**config.mk**
```make
export PLATFORM = sky130hd
export DESIGN_NAME = pid_loop_sequencer
export DESIGN_NICKNAME = d
export VERILOG_FILES = /design/src/rtl/pid_loop_sequencer.sv
export SDC_FILE = /design/constraint.sdc
export NUM_CORES = 1
export LEC_CHECK = 0
export BUFFER_PORTS_ARGS = -buffer_cell sky130_fd_sc_hd__buf_2
export CORE_ASPECT_RATIO = 1.25
export CORE_MARGIN = 4
export CORE_UTILIZATION = 37
export DETAILED_ROUTE_END_ITERATION = 8
export SLEW_MARGIN = 20
export SYNTH_ARGS = -nofsm -noshare
export SYNTH_HDL_FRONTEND = slang
export SYNTH_SLANG_ARGS = --single-unit
```
**constraint.sdc**
```tcl
create_clock -name clk -period 6.15 [get_ports clk]
set_clock_uncertainty 0.1 [all_clocks]
set_input_delay 1.23 -clock clk [delete_from_list [all_inputs] [get_ports clk]]
set_output_delay 1.23 -clock clk [all_outputs]
set_load 0.03 [all_outputs]
```
**src/rtl/pid_loop_sequencer.sv**
```systemverilog
// Sample-loop scheduler for the wall-follower PID: trigger sensor, wait for a range reading,
// strobe one PID update per period, and apply gain changes only at period boundaries.
module pid_loop_sequencer #(
    parameter int PV_WIDTH       = 9,
    parameter int PID_INT_WIDTH  = 8,
    parameter int SAMPLE_CYCLES  = 5_000_000,
    parameter int TRIG_CYCLES    = 500,
    parameter int TIMEOUT_CYCLES = 3_000_000,
    parameter int MAX_MISSES     = 3
) (
    input  logic                     clk,
    input  logic                     reset,
    input  logic                     run,
    input  logic                     gain_wr,
    input  logic [PID_INT_WIDTH-1:0] k_p_in,
    input  logic [PID_INT_WIDTH-1:0] k_i_in,
    input  logic [PID_INT_WIDTH-1:0] k_d_in,
    input  logic                     meas_valid,
    input  logic [PV_WIDTH-1:0]      meas_dist,
    output logic                     sensor_trig,
    output logic [PV_WIDTH-1:0]      feedback_out,
    output logic                     pid_en,
    output logic                     pid_clk_en,
    output logic [PID_INT_WIDTH-1:0] k_p,
    output logic [PID_INT_WIDTH-1:0] k_i,
    output logic [PID_INT_WIDTH-1:0] k_d,
    output logic                     fault,
    output logic [15:0]              update_count
);

    localparam int PER_W  = (SAMPLE_CYCLES > 1) ? $clog2(SAMPLE_CYCLES) : 1;
    localparam int TO_W   = (TIMEOUT_CYCLES > 1) ? $clog2(TIMEOUT_CYCLES) : 1;
    localparam int MISS_W = $clog2(MAX_MISSES + 1);

    localparam logic [PER_W-1:0]  PER_LAST  = PER_W'(SAMPLE_CYCLES - 1);
    localparam logic [PER_W-1:0]  TRIG_LAST = PER_W'(TRIG_CYCLES - 1);
    localparam logic [TO_W-1:0]   TO_LAST   = TO_W'(TIMEOUT_CYCLES - 1);
    localparam logic [MISS_W-1:0] MISS_MAX  = MISS_W'(MAX_MISSES);

    if (SAMPLE_CYCLES <= TRIG_CYCLES + TIMEOUT_CYCLES + 2) begin : g_bad_timing
        $error("SAMPLE_CYCLES must exceed TRIG_CYCLES + TIMEOUT_CYCLES + 2");
    end

    typedef enum logic [2:0] {
        S_IDLE, S_TRIG, S_WAIT, S_UPDATE, S_HOLD, S_FAULT
    } state_t;

    state_t                 state_q, state_d;
    logic [PER_W-1:0]       period_q, period_d;
    logic [TO_W-1:0]        timeout_q, timeout_d;
    logic [MISS_W-1:0]      miss_q, miss_d;
    logic [PV_WIDTH-1:0]    feedback_q, feedback_d;
    logic [15:0]            update_count_q, update_count_d;
    logic [PID_INT_WIDTH-1:0] k_p_q, k_p_d, k_i_q, k_i_d, k_d_q, k_d_d;
    logic [PID_INT_WIDTH-1:0] sh_kp_q, sh_kp_d, sh_ki_q, sh_ki_d, sh_kd_q, sh_kd_d;
    logic                   pending_q, pending_d;
    logic                   sensor_trig_q, sensor_trig_d;
    logic                   pid_en_q, pid_en_d;
    logic                   pid_clk_en_q, pid_clk_en_d;
    logic                   fault_q, fault_d;
    logic                   trig_entry;
    logic [MISS_W-1:0]      miss_inc;

    // First TRIG cycle of a period: the only point where active gains may change mid-run.
    assign trig_entry = (state_q == S_TRIG) && (period_q == '0);
    assign miss_inc   = miss_q + 1'b1;

    always_comb begin
        state_d        = state_q;
        miss_d         = miss_q;
        feedback_d     = feedback_q;
        update_count_d = update_count_q;
        k_p_d          = k_p_q;
        k_i_d          = k_i_q;
        k_d_d          = k_d_q;
        sh_kp_d        = sh_kp_q;
        sh_ki_d        = sh_ki_q;
        sh_kd_d        = sh_kd_q;
        pending_d      = pending_q;

        if (!run) begin
            state_d = S_IDLE;
            miss_d  = '0;
        end else begin
            case (state_q)
                S_IDLE:   state_d = S_TRIG;
                S_TRIG:   if (period_q == TRIG_LAST) state_d = S_WAIT;
                S_WAIT: begin
                    if (meas_valid) begin
                        feedback_d     = meas_dist;
                        miss_d         = '0;
                        update_count_d = update_count_q + 16'd1;
                        state_d        = S_UPDATE;
                    end else if (timeout_q == TO_LAST) begin
                        miss_d  = miss_inc;
                        state_d = (miss_inc >= MISS_MAX) ? S_FAULT : S_HOLD;
                    end
                end
                S_UPDATE: state_d = S_HOLD;
                S_HOLD:   if (period_q == PER_LAST) state_d = S_TRIG;
                S_FAULT:  state_d = S_FAULT;
                default:  state_d = S_IDLE;
            endcase
        end

        if (state_q == S_IDLE || state_q == S_FAULT || trig_entry) begin
            if (trig_entry && pending_q) begin
                k_p_d = sh_kp_q;
                k_i_d = sh_ki_q;
                k_d_d = sh_kd_q;
            end
            if (trig_entry) pending_d = 1'b0;
            if (gain_wr) begin
                k_p_d = k_p_in;
                k_i_d = k_i_in;
                k_d_d = k_d_in;
            end
        end else if (gain_wr) begin
            sh_kp_d   = k_p_in;
            sh_ki_d   = k_i_in;
            sh_kd_d   = k_d_in;
            pending_d = 1'b1;
        end

        if ((state_d == S_TRIG && state_q != S_TRIG) || state_d == S_IDLE || state_d == S_FAULT)
            period_d = '0;
        else
            period_d = period_q + 1'b1;

        timeout_d = (state_q == S_WAIT) ? timeout_q + 1'b1 : '0;

        sensor_trig_d = (state_d == S_TRIG);
        pid_clk_en_d  = (state_d == S_UPDATE);
        fault_d       = (state_d == S_FAULT);
        pid_en_d      = (state_d == S_TRIG) || (state_d == S_WAIT) ||
                        (state_d == S_UPDATE) || (state_d == S_HOLD);
    end

    always_ff @(posedge clk or posedge reset) begin
        if (reset) begin
            state_q        <= S_IDLE;
            period_q       <= '0;
            timeout_q      <= '0;
            miss_q         <= '0;
            feedback_q     <= '0;
            update_count_q <= '0;
            k_p_q          <= '0;
            k_i_q          <= '0;
            k_d_q          <= '0;
            sh_kp_q        <= '0;
            sh_ki_q        <= '0;
            sh_kd_q        <= '0;
            pending_q      <= 1'b0;
            sensor_trig_q  <= 1'b0;
            pid_en_q       <= 1'b0;
            pid_clk_en_q   <= 1'b0;
            fault_q        <= 1'b0;
        end else begin
            state_q        <= state_d;
            period_q       <= period_d;
            timeout_q      <= timeout_d;
            miss_q         <= miss_d;
            feedback_q     <= feedback_d;
            update_count_q <= update_count_d;
            k_p_q          <= k_p_d;
            k_i_q          <= k_i_d;
            k_d_q          <= k_d_d;
            sh_kp_q        <= sh_kp_d;
            sh_ki_q        <= sh_ki_d;
            sh_kd_q        <= sh_kd_d;
            pending_q      <= pending_d;
            sensor_trig_q  <= sensor_trig_d;
            pid_en_q       <= pid_en_d;
            pid_clk_en_q   <= pid_clk_en_d;
            fault_q        <= fault_d;
        end
    end

    assign sensor_trig  = sensor_trig_q;
    assign feedback_out = feedback_q;
    assign pid_en       = pid_en_q;
    assign pid_clk_en   = pid_clk_en_q;
    assign k_p          = k_p_q;
    assign k_i          = k_i_q;
    assign k_d          = k_d_q;
    assign fault        = fault_q;
    assign update_count = update_count_q;

endmodule

```
==> flow_summary.json, run 1 <==
{
  "dp_cells": 808,
  "synth_top_cells_by_count": "dfrtp_1, mux2_2, nor2_1",
  "power_density_nw_per_um2": 356,
  "die_x_um": 124,
  "cts_made_buffers": 17,
  "cts_tree": "yes",
  "ctsLongestPathBuffers": 2,
  "dp_hpwl_mm": 8.43,
  "final_cells": 840,
  "period_share": 0.510,
  "reg2reg_from": "state_q[0]$_DFF_PP0_",
  "seq_power_share": 0.401,
  "finalSetupViolCount": 0,
  "combPwrFrac": 0.211,
  "wl_per_cell_um": 14.6,
  "yosys.area.top_type": "dfrtp_1",
  "fp.dieH_um": 153,
  "final_antenna_net_count": 0,
  "slew_viol_final": 0,
  "ff2ff_setup_slack_ns": 3.02,
  "finalHoldViolations": 0,
  "grt_antenna_before_repair": 0,
  "crit_path_start_kind": "flip-flop",
  "rows": 52,
  "cts_setup_buffers": 0,
  "worstPathRequired_ns": 6.34,
  "p_switching_mw": 0.775,
  "cp_max_fo": 27,
  "end_kind": "flip-flop",
  "total_power_mw": 2.65,
  "leakage_nw": 3.35,
  "route.detailed.drc": 0,
  "worstSkewPairLatency_ns": 0.41,
  "slew_headroom": 0.390,
  "syn_avg_cell_area_um2": 12.0,
  "postRouteWirelength_mm": 12.3,
  "vdd_ir_drop_max_v": 0.000210,
  "synthToLayoutAreaGrowth_pct": 20.2,
  "diodes": 0,
  "cts.hold.buffers_added": 0,
  "fin_nets": 654,
  "vias": 4126,
  "synth_top_area_share": 0.517,
  "synth_seq_cells": 128,
  "portBuffers": 90,
  "firstDrtPassIters": 4,
  "min_path_cells": 1,
  "h-tree-depth": 4,
  "dieArea_um2": 18900,
  "synthCells": 518,
  "cap_violations": 0,
  "swShare": 0.292,
  "grt_pass1_wl_mm": 21.7,
  "power.internal_mw": 1.88,
  "drtIter0Drc": 176,
  "cts_sinks": 128,
  "tightestPinTransition_ns": 0.915,
  "syn_nets": 561,
  "cp.arrival_ns": 3.32,
  "ys.flop_type": "dfrtp_1",
  "drive_gt1_frac": 0.389,
  "synth.area.top_cells": "dfrtp_1, mux2_2, xor2_1, nor3_2, xnor2_1",
  "yosysMostFrequentCell": "dfrtp_1",
  "netlist_area_um2": 6200,
  "clockRootBuffer": "clkbuf_16",
  "initial_core_util": 0.380,
  "rsz0062_at_grt": "no",
  "io_pins": 91,
  "place_congestion": 0.769,
  "reg2reg_to": "feedback_out[2]$_DFFE_PP0P_",
  "grt_overflow": 0,
  "power_frac_clock": 0.388,
  "fin_util": 0.456,
  "hold-worst-slack_ns": 0.377,
  "outcome": "complete, no violations",
  "core_um2": 16300,
  "grt_start_max_net_pins": 77,
  "finalSetupTns_ns": 0,
  "yosys_warnings": 0,
  "viasPerCell": 4.91,
  "synthArstFlopShare": 1.00,
  "fmax_ghz": 0.319,
  "grt_pass1_vias": 4410,
  "hp-class": "flip-flop to flip-flop",
  "fin_crit_ns": 3.13,
  "synth_edf_count": 0,
  "critical_path_class": "flip-flop to flip-flop",
  "hold_start": "update_count[15]$_DFFE_PP0P_",
  "synth_cell_types": 49,
  "cts_resized": 0,
  "yosysSeqAreaShare": 0.517,
  "reg2regPathDepth": 6,
  "clk_pin_slew_worst_paths_ns": 0.06,
  "holdPathEnd": "update_count[15]$_DFFE_PP0P_",
  "grt_use_total": 0.141
}
power groups by stage:
stage | Clock [mW] | Sequential [mW] | Combinational (mW)
global placement | 0 | 1.07 | 0.560
global route | 1.09 | 1.09 | 0.609
finish | 1.03 | 1.06 | 0.560
CTS | 1.05 | 1.07 | 0.571
detailed placement | 0 | 1.08 | 0.569
floorplan | 0 | 1.23 | 0.261
worst max-delay path by stage:
stage                         startpoint                           to
floorplan                          reset              fault$_DFF_PP0_
global placement                     run  feedback_out[8]$_DFFE_PP0P_
detailed placement                   run  feedback_out[4]$_DFFE_PP0P_
CTS                 state_q[0]$_DFF_PP0_  feedback_out[4]$_DFFE_PP0P_
global route        state_q[0]$_DFF_PP0_  feedback_out[2]$_DFFE_PP0P_
finish              state_q[0]$_DFF_PP0_  feedback_out[2]$_DFFE_PP0P_
registers in the layout, summed over array words and instances (netlist names):
name	count
period_q	23
timeout_q	22
update_count	16
feedback_out	9
k_d	8
k_i	8
k_p	8
sh_kd_q	8
sh_ki_q	8
sh_kp_q	8
state_q	3
miss_q	2
fault	1
pending_q	1
pid_clk_en	1
pid_en	1
sensor_trig	1
layout make-up:
class                      count  area (um2)
clock buffer                  20         447
clock inverter                12         156
fill                        1549        8880
inverter                      12        47.5
multi-input combinational    357        2840
sequential                   128        3200
tap                          216         270
timing repair buffer          95         488
routing by layer:
metal,vias up,wire length (um),track usage
met5,-,0,0
met4,0,173,0.0501
met3,12,539,0.0386
met2,77,5930,0.221
met1,2030,5650,0.186
li1,2007,-,-
cells by family after synthesis:
family,synth area share
simple gates,0.202
flops,0.517
mux,0.151
xor+xnor,0.0749
buf+inv,0.0266
compound gates,0.0196
fa+ha+maj,0.0101
critical path: stages, from the launching register on:
cell and delay [ns]:
dfrtp_1 0.46, nor2_1 0.17, nand2_1 0.51, a31oi_1 0.76, nor2_4 0.27, nor2_4 0.37
mux2_1 0.36
layout by cell type (no fill, tap or decap), drive strengths merged, types with 2 or more instances in the layout:
cell type and count:
dfrtp 128, buf 95, mux2 82, nor2 42, nor3 37, nand2 31, xor2 31, xnor2 22
clkbuf 20, nand3 18, inv 15, nor4 14, and3 12, nand4 11, a21oi 6, o21ai 6
and4 5, ha 5, clkinv 5, or3 4, nor3b 4, nand2b 3, and2 3, bufinv 3
nor4b 2, a31oi 2, nor4bb 2, or2 2
metrics by stage:
step	worst slack, ns	instance area [um2]
5_1_grt	2.73	7450
4_1_cts	2.97	7450
2_1_floorplan	1.41	6200
3_3_place_gp	2.77	6850
6_report	3.02	7450
3_5_place_dp	2.71	6850
Power figures use the tool's default switching activity.
==> run 2, diff against run 1 <==
==> constraint.sdc (replaced) <==
create_clock -name clk -period 2.55 [get_ports clk]
set_clock_uncertainty 0.1 [all_clocks]
set_input_delay 0.51 -clock clk [delete_from_list [all_inputs] [get_ports clk]]
set_output_delay 0.51 -clock clk [all_outputs]
set_load 0.03 [all_outputs]
==> run 2 against run 1 <==
Net effect:
- design area increased by 3.5%
- sequential power increased by 140%
- sequential cell count unchanged
- largest cell class unchanged
- register-to-register slack got worse by 2.9 ns
- via count increased by 3.8%
- core utilization increased by 1.6 points
- highest routed layer unchanged
- combinational power increased to 2.5 times the previous value
==> flow_summary.json, run 2 (synthesis gave the netlist of run 1 again) <==
{
  "outcome": "complete, no violations",
  "layout_common_cells": "dfrtp_1, buf_2, mux2_2",
  "leakage_nw": 3.50,
  "viasPerCell": 4.98,
  "vias": 4284,
  "tightestPinTransition_ns": 0.583,
  "cts.hold.buffers_added": 0,
  "grt_pass1_wl_mm": 21.6,
  "period_share": 0.950,
  "route.detailed.drc": 0,
  "fin_nets": 677,
  "combPwrFrac": 0.222,
  "final_cells": 861,
  "power.internal_mw": 4.54,
  "drtIter0Drc": 260,
  "grt_start_max_net_pins": 65,
  "clk_pin_slew_worst_paths_ns": 0.06,
  "cts_setup_buffers": 0,
  "layout_commonest_cell": "dfrtp_1",
  "ctsLongestPathBuffers": 2,
  "diodes": 0,
  "place_congestion": 0.816,
  "total_power_mw": 6.36,
  "io_pins": 91,
  "cts_tree": "yes",
  "top_register": "period_q",
  "slew_headroom": 0.611,
  "slowest_stage": "or4_1",
  "fp.dieH_um": 153,
  "swShare": 0.286,
  "die_x_um": 124,
  "vdd_ir_drop_max_v": 0.000682,
  "dieArea_um2": 18900,
  "cap_violations": 0,
  "h-tree-depth": 4,
  "drive_gt1_frac": 0.414,
  "finalSetupTns_ns": 0,
  "grt_antenna_before_repair": 0,
  "dp_cells": 831,
  "final_antenna_net_count": 0,
  "synthToLayoutAreaGrowth_pct": 24.5,
  "critical_path_class": "flip-flop to flip-flop",
  "crit_chain": "or4_1 -> nor4_2 -> a21oi_1 -> o211a_4 -> buf_6 -> nor4_2 -> xor2_1",
  "grt_overflow": 0,
  "cp.arrival_ns": 2.65,
  "grt_pass1_vias": 4482,
  "finalSetupViolCount": 0,
  "crit_path_start_kind": "flip-flop",
  "power_frac_clock": 0.375,
  "dp_hpwl_mm": 9.00,
  "core_um2": 16300,
  "cts_made_buffers": 17,
  "rows": 52,
  "cp_max_fo": 11,
  "hp-class": "input port to asynchronous set/reset pin",
  "slew_viol_final": 0,
  "critPathMaxStageDelay_ns": 0.54,
  "worstPathRequired_ns": 2.78,
  "cts_sinks": 128,
  "grt_use_total": 0.141,
  "end_kind": "flip-flop",
  "power_density_nw_per_um2": 824,
  "postRouteWirelength_mm": 12.7,
  "p_switching_mw": 1.82,
  "wl_per_cell_um": 14.7,
  "portBuffers": 90,
  "rsz0062_at_grt": "no",
  "initial_core_util": 0.380,
  "ff2ff_setup_slack_ns": 0.13,
  "crit_top_cell": "nor4_2",
  "largest_reg_flops": 23,
  "clockRootBuffer": "clkbuf_16",
  "seq_power_share": 0.403,
  "fin_crit_ns": 2.42,
  "finalHoldViolations": 0,
  "firstDrtPassIters": 4,
  "fmax_ghz": 0.413,
  "worstSkewPairLatency_ns": 0.41
}
## run 2: changes by cell type in the layout (fill, tap and decap cells not counted), sizes merged
cell,before,now
buf,95,118
clkbuf,20,19
clkinv,5,6
clkinvlp,1,2
inv,15,12
## run 2: critical path: cells and delay by family, from the launching register on
kind	cells	cell delay [ns]
buf+inv	1	0.17
xor+xnor	1	0.17
simple gates	3	1.11
flops	1	0.37
compound gates	2	0.42
## run 2: metal layers
layer,share of wire,GRT usage,up-vias
met5,0,0,-
met4,0.013,0.0512,0
met3,0.044,0.0342,12
met2,0.50,0.230,87
met1,0.44,0.181,2135
li1,-,-,2050
## run 2: worst paths after layout
path / startpoint / end / depth (start not counted)
max in group asynchronous: reset / period_q[3]$_DFF_PP0_ / 3
worst min register to register: feedback_out[5]$_DFFE_PP0P_ / feedback_out[5]$_DFFE_PP0P_ / 1
worst max register to register: period_q[16]$_DFF_PP0_ / update_count[8]$_DFFE_PP0P_ / 7
min in group clk: meas_dist[3] / feedback_out[3]$_DFFE_PP0P_ / 2
worst min-delay path: reset / k_d[7]$_DFFE_PP0P_ / 2
worst max-delay path: period_q[16]$_DFF_PP0_ / update_count[8]$_DFFE_PP0P_ / 7
## run 2: timing repair
| action | 4_1_cts | 5_1_grt |
|---|---|---|
| setup endpoints to repair | 3 | 6 |
| pin swaps | 0 | 1 |
| gates cloned | 0 | 0 |
| resized for setup | 1 | 5 |
## run 2: power groups by stage
stage | logic, mW | clock network [mW] | registers [mW]
global route | 1.51 | 2.55 | 2.61
floorplan | 0.629 | 0 | 2.97
CTS | 1.43 | 2.46 | 2.57
finish | 1.41 | 2.39 | 2.57
global placement | 1.40 | 0 | 2.58
detailed placement | 1.43 | 0 | 2.60
## run 2: cell type report
| cell class | count | area [um2] |
|---|---|---|
| fillers | 1509 | 8610 |
| flip-flops and latches | 128 | 3200 |
| multi-input cells | 357 | 2870 |
| repair buffers | 118 | 739 |
| clock buffers | 19 | 443 |
| well taps | 216 | 270 |
| clock inverters | 11 | 140 |
| inverters | 12 | 48.8 |
## run 2: per-stage QoR
| step | cell area [um2] | utilization | setup WS (ns) | hold WS (ns) |
|---|---|---|---|---|
| 6_report | 7720 | 0.472 | 0.128 | 0.0546 |
| 5_1_grt | 7720 | 0.472 | 0.0109 | 0.0904 |
| 4_1_cts | 7680 | 0.470 | 0.0161 | 0.0568 |
| 3_5_place_dp | 7100 | 0.435 | -0.00581 | 0.375 |
| 3_3_place_gp | 7100 | 0.435 | 0.0490 | 0.363 |
| 2_1_floorplan | 6200 | - | 0.112 | 0.355 |
